File: src/rtl/fp_normalizer.sv
// Post-add normalization stage: right-shift on carry, iterative left-shift until the hidden bit
// is set, with zero, overflow-to-infinity and flush-to-zero underflow handling.
module fp_normalizer (
    input  logic        clk,
    input  logic        rst_n,
    input  logic        in_valid,
    output logic        in_ready,
    input  logic        in_sign,
    input  logic [7:0]  in_exp,
    input  logic [23:0] in_mant,
    input  logic        in_cout,
    output logic        out_valid,
    input  logic        out_ready,
    output logic        out_sign,
    output logic [7:0]  out_exp,
    output logic [22:0] out_frac,
    output logic [4:0]  out_shift,
    output logic        out_zero,
    output logic        out_overflow,
    output logic        out_underflow
);

    typedef enum logic [1:0] {IDLE, SHIFT, DONE} state_t;

    state_t      state, nxt_state;
    logic        sign, nxt_sign;
    logic [7:0]  exp, nxt_exp;
    logic [23:0] mant, nxt_mant;
    logic [4:0]  shift_cnt, nxt_shift_cnt;
    logic        zero, nxt_zero;
    logic        ovf, nxt_ovf;
    logic        unf, nxt_unf;

    assign in_ready = (state == IDLE);

    // NOTE: every variable written here gets a default first, so no path can infer a latch.
    always_comb begin
        nxt_state     = state;
        nxt_sign      = sign;
        nxt_exp       = exp;
        nxt_mant      = mant;
        nxt_shift_cnt = shift_cnt;
        nxt_zero      = zero;
        nxt_ovf       = ovf;
        nxt_unf       = unf;
        case (state)
            IDLE: begin
                if (in_valid) begin
                    nxt_sign      = in_sign;
                    nxt_shift_cnt = '0;
                    nxt_zero      = 1'b0;
                    nxt_ovf       = 1'b0;
                    nxt_unf       = 1'b0;
                    nxt_exp       = in_exp;
                    nxt_mant      = in_mant;
                    nxt_state     = DONE;
                    if (in_cout) begin
                        if (in_exp >= 8'd254) begin
                            nxt_exp  = 8'd255;
                            nxt_mant = '0;
                            nxt_ovf  = 1'b1;
                        end else begin
                            nxt_exp  = in_exp + 8'd1;
                            nxt_mant = {1'b1, in_mant[23:1]};
                        end
                    end else if (in_mant == '0) begin
                        nxt_exp  = '0;
                        nxt_zero = 1'b1;
                    end else if (!in_mant[23]) begin
                        nxt_state = SHIFT;
                    end
                end
            end
            SHIFT: begin
                if (exp <= 8'd1) begin
                    // Exponent cannot absorb another shift: flush to zero.
                    nxt_exp   = '0;
                    nxt_mant  = '0;
                    nxt_unf   = 1'b1;
                    nxt_zero  = 1'b1;
                    nxt_state = DONE;
                end else begin
                    nxt_mant      = {mant[22:0], 1'b0};
                    nxt_exp       = exp - 8'd1;
                    nxt_shift_cnt = shift_cnt + 5'd1;
                    if (mant[22]) nxt_state = DONE;
                end
            end
            DONE: begin
                if (out_ready) nxt_state = IDLE;
            end
            default: nxt_state = IDLE;
        endcase
    end

    // NOTE: sequential state uses non-blocking assignments only; the whole datapath is reset
    // because it is a handful of flops, not a memory.
    always_ff @(posedge clk or negedge rst_n) begin
        if (!rst_n) begin
            state         <= IDLE;
            sign          <= 1'b0;
            exp           <= '0;
            mant          <= '0;
            shift_cnt     <= '0;
            zero          <= 1'b0;
            ovf           <= 1'b0;
            unf           <= 1'b0;
            out_valid     <= 1'b0;
            out_sign      <= 1'b0;
            out_exp       <= '0;
            out_frac      <= '0;
            out_shift     <= '0;
            out_zero      <= 1'b0;
            out_overflow  <= 1'b0;
            out_underflow <= 1'b0;
        end else begin
            state     <= nxt_state;
            sign      <= nxt_sign;
            exp       <= nxt_exp;
            mant      <= nxt_mant;
            shift_cnt <= nxt_shift_cnt;
            zero      <= nxt_zero;
            ovf       <= nxt_ovf;
            unf       <= nxt_unf;
            out_valid <= (nxt_state == DONE);
            // Output fields are captured only on entry to DONE and otherwise hold.
            if (state != DONE && nxt_state == DONE) begin
                out_sign      <= nxt_sign;
                out_exp       <= nxt_exp;
                out_frac      <= nxt_mant[22:0];
                out_shift     <= nxt_shift_cnt;
                out_zero      <= nxt_zero;
                out_overflow  <= nxt_ovf;
                out_underflow <= nxt_unf;
            end
        end
    end

endmodule

File: config.mk
export PLATFORM = sky130hd
export DESIGN_NAME = fp_normalizer
export DESIGN_NICKNAME = d
export VERILOG_FILES = /design/src/rtl/fp_normalizer.sv
export SDC_FILE = /design/constraint.sdc
export NUM_CORES = 1
export LEC_CHECK = 0
export ABC_CLOCK_PERIOD_IN_PS = 2700
export BUFFER_PORTS_ARGS = -buffer_cell sky130_fd_sc_hd__buf_2
export CAP_MARGIN = 20
export CELL_PAD_IN_SITES_DETAIL_PLACEMENT = 1
export CELL_PAD_IN_SITES_GLOBAL_PLACEMENT = 2
export CORE_UTILIZATION = 36
export DETAILED_ROUTE_END_ITERATION = 12
export PLACE_DENSITY = 0.77
export SYNTH_ARGS = -nofsm -noshare
export SYNTH_HDL_FRONTEND = slang
export SYNTH_SLANG_ARGS = --single-unit
File: constraint.sdc
create_clock -name clk -period 2.7 [get_ports clk]
set_clock_uncertainty 0.15 [all_clocks]
set_input_delay 0.405 -clock clk [delete_from_list [all_inputs] [get_ports clk]]
set_output_delay 0.405 -clock clk [all_outputs]
set_load 0.05 [all_outputs]
Word level (Yosys, flattened, before mapping)
Index checks and enable logic that the tools add are counted.

word-level totals
  logic and storage cells = 64
  input bits = 38
  register bits = 83
  output and inout port bits = 42

operators by class
  magnitude comparators = 2
  muxes and demuxes = 36
  $add $sub $neg = 3
  reduce and logical (&&, ||, !) cells = 3
  equality and inequality tests = 4

operator list
  operator                                                  number
  two-way mux 23 bit                                        4
  case mux 23 bit (2 select lines)                          1
  two-way mux 8 bit                                         5
  zero test 24 bit                                          1
  case mux 8 bit (2 select lines)                           1
  two-way mux 2 bit                                         7
  two-way mux 1 bit                                         12
  two-way mux 5 bit                                         2
  case mux 5 bit (2 select lines)                           1
  adder 8 x 1 -> 8 bit, second input constant               1
  greater-or-equal comparator 8 bit, second input constant  1
  <= comparator 8 x 1 -> 1 bit, second input constant       1
  subtractor 8 x 1 -> 8 bit, second input constant          1
  case mux 2 bit (3 select lines)                           1
  adder 5 x 1 -> 5 bit, second input constant               1
  equality test 2 bit, second input constant                2
  case mux 1 bit (2 select lines)                           2
  equality test 2 x 1 -> 1 bit, second input constant       1
  zero test 2 bit                                           1
  inequality test 2 bit, second input constant              1
  logical AND 1 bit                                         1

Longest topological paths before layout
  depth in word-level cells = 7
  gate-level depth with buffers = 9
  mapped depth without buffers = 7

Worst setup path before layout
Ideal clock, no wire load.

  kind = reg-to-reg
  from = register exp[0]
  to = register out_frac[22]
  stages on the path, launching flop included = 10
  arrival = 2,150 ps
  path slack = 276 ps
  path buffers = 2
  clock period less this slack = 2,424 ps
  setup time = 125 ps
  data required time = 2,425 ps
  cells stage by stage = dfrtp_1 -> inv_1 -> ha_1 -> o21bai_1 -> o41a_1 -> buf_6 -> buf_6 -> a222oi_1 -> o21ai_1 -> mux2_2

on the way
  elaborated cells on any way between the ends = 7
  those cells by class = 1 x order compare; 1 x eq/ne; 4 x mux; 1 x reduce/logical

RTL lines
  item                              line  source
  start: declaration                27    logic [7:0] exp, nxt_exp;
  start signal: assignment          119   exp <= nxt_exp;
  <= comparator 8 x 1 -> 1 bit      75    if (exp <= 8'd1) begin
  two-way mux 23 bit                75
  case mux 23 bit (2 select lines)  46    case (state)
  net nxt_mant[22]                  28    logic [23:0] mant, nxt_mant;
  end signal: assignment            130   out_frac <= nxt_mant[22:0];
  end: declaration                  16    output logic [22:0] out_frac,

The timed path passes the listed nets, and every way through them passes these cells.
A chain may end at the register's enable or synchronous reset.

Worst setup path in the final report
  from = register exp[1]
  to = register out_frac[8]

The elaborated chain is that of the path after synthesis.

==> impl_metrics.yaml <==
grt:
  grt-ovfl-total: 0
  antenna_found_initial: 0
  grt_use_total: 0.228
  grt_max_degree: 44
  grt_pass1_wl_um: 20200
  grt_pass1_vias: 3728
finish:
  area_growth_pct: 25.9
  nFillCells: 1235
  multiInputGateArea_um2: 1960
  ff_latch_area_um2: 2080
  drive_gt1_frac: 0.342
  diodes: 0
  final_common_cell: "dfrtp_1"
  nNetsFinal: 512
  final_cell_mix: "dfrtp_1 (83), buf_2 (78), o21ai_0 (34), mux2_2 (27), a22o_1 (22)"
worst_setup_path:
  slowest_stage: "o41a_1"
  crit_arrival_ns: 2.72
  path_delay_family: "compound AO/OA/AOI/OAI gates"
  crit_cells: 9
  r2r_cells: 9
  cp_num_buf_inv: 3
  slowest_delay_ns: 0.50
  path_cells: "inv_2, ha_2, o21bai_4, o41a_1, buf_4, clkbuf_16, a222oi_1, o21ai_1, mux2_2"
  end_kind: "flip-flop"
  critPathRequiredTime_ns: 2.78
  crit_fanout: 6
  startpoint_type: "flip-flop"
  worstSetupPathType: "reg -> reg"
yosys:
  synth_top_area_share: 0.500
  synth_edf_count: 0
  netlist_area_um2: 4150
  ys_types: 48
  ys_seq_elements: 83
  syn_inst: 377
  synth_area_leader_cell: "dfrtp_1"
  synth_flop_cell: "dfrtp_1"
  yosysSeqAreaShare: 0.500
  ys.warnings.count: 0
  ys_top_cells_by_area: "dfrtp_1 (50%), mux2_2 (7.6%), a222oi_1 (5.1%)"
  syn_area_per_cell_um2: 11.0
  async_flop_share: 1.00
  synth_nets: 420
clocking:
  clock-sinks: 83
  cts_buffers: 9
  cts_max_level: 3
  cts_tree: "done"
  clk_pin_slew_ns: 0.07
  cts-root-buf: "clkbuf_16"
  clk_path_buf_depth: 2
  clock_latency_ns: 0.35
min_path:
  hold_path_class: "in -> reg"
  hold_depth: 3
timing:
  setup_ws_ns: 0.0616
  fin_crit_ns: 2.64
  finalSetupViolCount: 0
  slew_viol_final: 0
  max_slew_margin: 0.469
  max_freq_mhz: 379
  fin_tns_setup_ns: 0
  hold_viol: 0
  holdWs_ns: 0.130
  worstMarginPinSlew_ns: 0.796
  fin_crit_sh: 0.977
  rsz0062_at_grt: "yes"
floorplanning:
  die_w_um: 109
  rows: 38
  core_area_um2: 11000
  die_h_um: 109
  pin_count: 80
  initial_core_util: 0.377
  design.die.area_um2: 12000
route:
  drt-total-wl_um: 12800
  drt_first_iter_violations: 283
  firstDrtPassIters: 6
  vias: 3613
  via_per_inst: 5.88
  drcViolationCount: 0
  wl_per_cell_um: 20.8
  ant_nets: 0
power:
  p_leak_nw: 2.37
  total_power_w: 0.00672
  power.density_nw_per_um2: 1280
  max-vdd-ir-drop_v: 0.000715
placed_design:
  pre_cts_ws_ns: 0.105
  gp_congestion: 0.839
  dp_hpwl_um: 8820
  numPortBuffers: 79
job:
  maxCapViolations: 0
status:
  status: "finished, final reports clean"
worst paths after layout:
kind | from | end | slack [ns]
setup / recovery | exp[1]$_DFF_PN0_ | out_frac[8]$_DFFE_PN0P_ | 0.06
hold / removal | in_sign | sign$_DFF_PN0_ | 0.13
setup reg to reg | exp[1]$_DFF_PN0_ | out_frac[8]$_DFFE_PN0P_ | 0.06
hold reg to reg | shift_cnt[4]$_DFF_PN0_ | shift_cnt[4]$_DFF_PN0_ | 0.32
max in group asynchronous | rst_n | out_frac[4]$_DFFE_PN0P_ | 1.34
min in group asynchronous | rst_n | out_exp[2]$_DFFE_PN0P_ | 0.44
where the power goes:
part / total [W] / internal [W] / switching [W] / leakage, nW
Sequential: 0.00225 / 0.00179 / 0.000465 / 1.02
Clock: 0.00119 / 0.000637 / 0.000551 / 0.131
Combinational: 0.00328 / 0.00119 / 0.00209 / 1.22
tightest hold or removal path, stage by stage:
cell     delay (ns)
buf_2          0.07
nand2_1        0.04
nand2_1        0.07
routing by layer:
metal / track usage / part of all wire / wire, um
met5: 0 / 0 / 0
met4: 0.0543 / 0.0093 / 119
met3: 0.0599 / 0.054 / 687
met2: 0.377 / 0.49 / 6230
met1: 0.297 / 0.45 / 5730
what timing repair did:
action / 4_1_cts / 5_1_grt
hold endpoints to repair: 40 / 0
setup buffers: 0 / 4
hold buffers: 1 / 0
resized for setup: 0 / 12
setup endpoints to repair: 0 / 9
registers in the layout, summed over array words and instances, names as in the netlist, 2 cells and up:
signal and cells:
exp 8, mant 23, out_exp 8, out_frac 23, out_shift 5, shift_cnt 5
state 2
layout make-up:
| type | instances | share of cell area |
|---|---|---|
| clock buffer | 9 | 0.0431 |
| clock inverter | 7 | 0.0115 |
| inverter | 12 | 0.00861 |
| multi-input combinational | 257 | 0.375 |
| sequential | 83 | 0.397 |
| tap | 140 | 0.0335 |
| timing repair buffer | 106 | 0.132 |
stage by stage:
step | utilization | cell area [um2] | instances
2_1_floorplan | - | 4150 | 377
3_3_place_gp | 0.438 | 4830 | 592
3_5_place_dp | 0.438 | 4830 | 592
4_1_cts | 0.465 | 5120 | 609
5_1_grt | 0.474 | 5230 | 614
6_report | 0.474 | 5230 | 614
kinds of logic (layout without fill, tap and decap cells):
kind of cell | Yosys count | after routing | share of synthesized area
DFF | 83 | 83 | 0.500
buffers and inverters | 37 | 134 | 0.0401
muxes | 43 | 43 | 0.116
AOI/OAI and AO/OA | 138 | 138 | 0.239
adders and majority gates | 5 | 5 | 0.0151
and+or+nand+nor | 71 | 71 | 0.0904
synthesized netlist by cell type, types with 2 or more instances:
master and count:
and4_1 2, mux2_2 28, a311o_1 2, and3_1 3, a22o_1 22, mux2_1 12, o2111ai_1 3, o311ai_0 2
a21oi_1 4, mux2i_1 3, buf_6 3, o21ai_0 37, nor2_1 10, nand4_1 5, a31oi_1 6, inv_1 12
nor3_1 3, o221ai_1 3, a222oi_1 21, nand3_1 10, o21ai_1 18, nor4_1 7, buf_2 4, nand2b_1 2
o211ai_1 6, dfrtp_1 83, nor2b_1 3, nor3b_1 2, o21bai_1 2, a21o_1 3, ha_1 5, clkbuf_1 18
nand2_1 18
(Power assumes the default switching activity.)
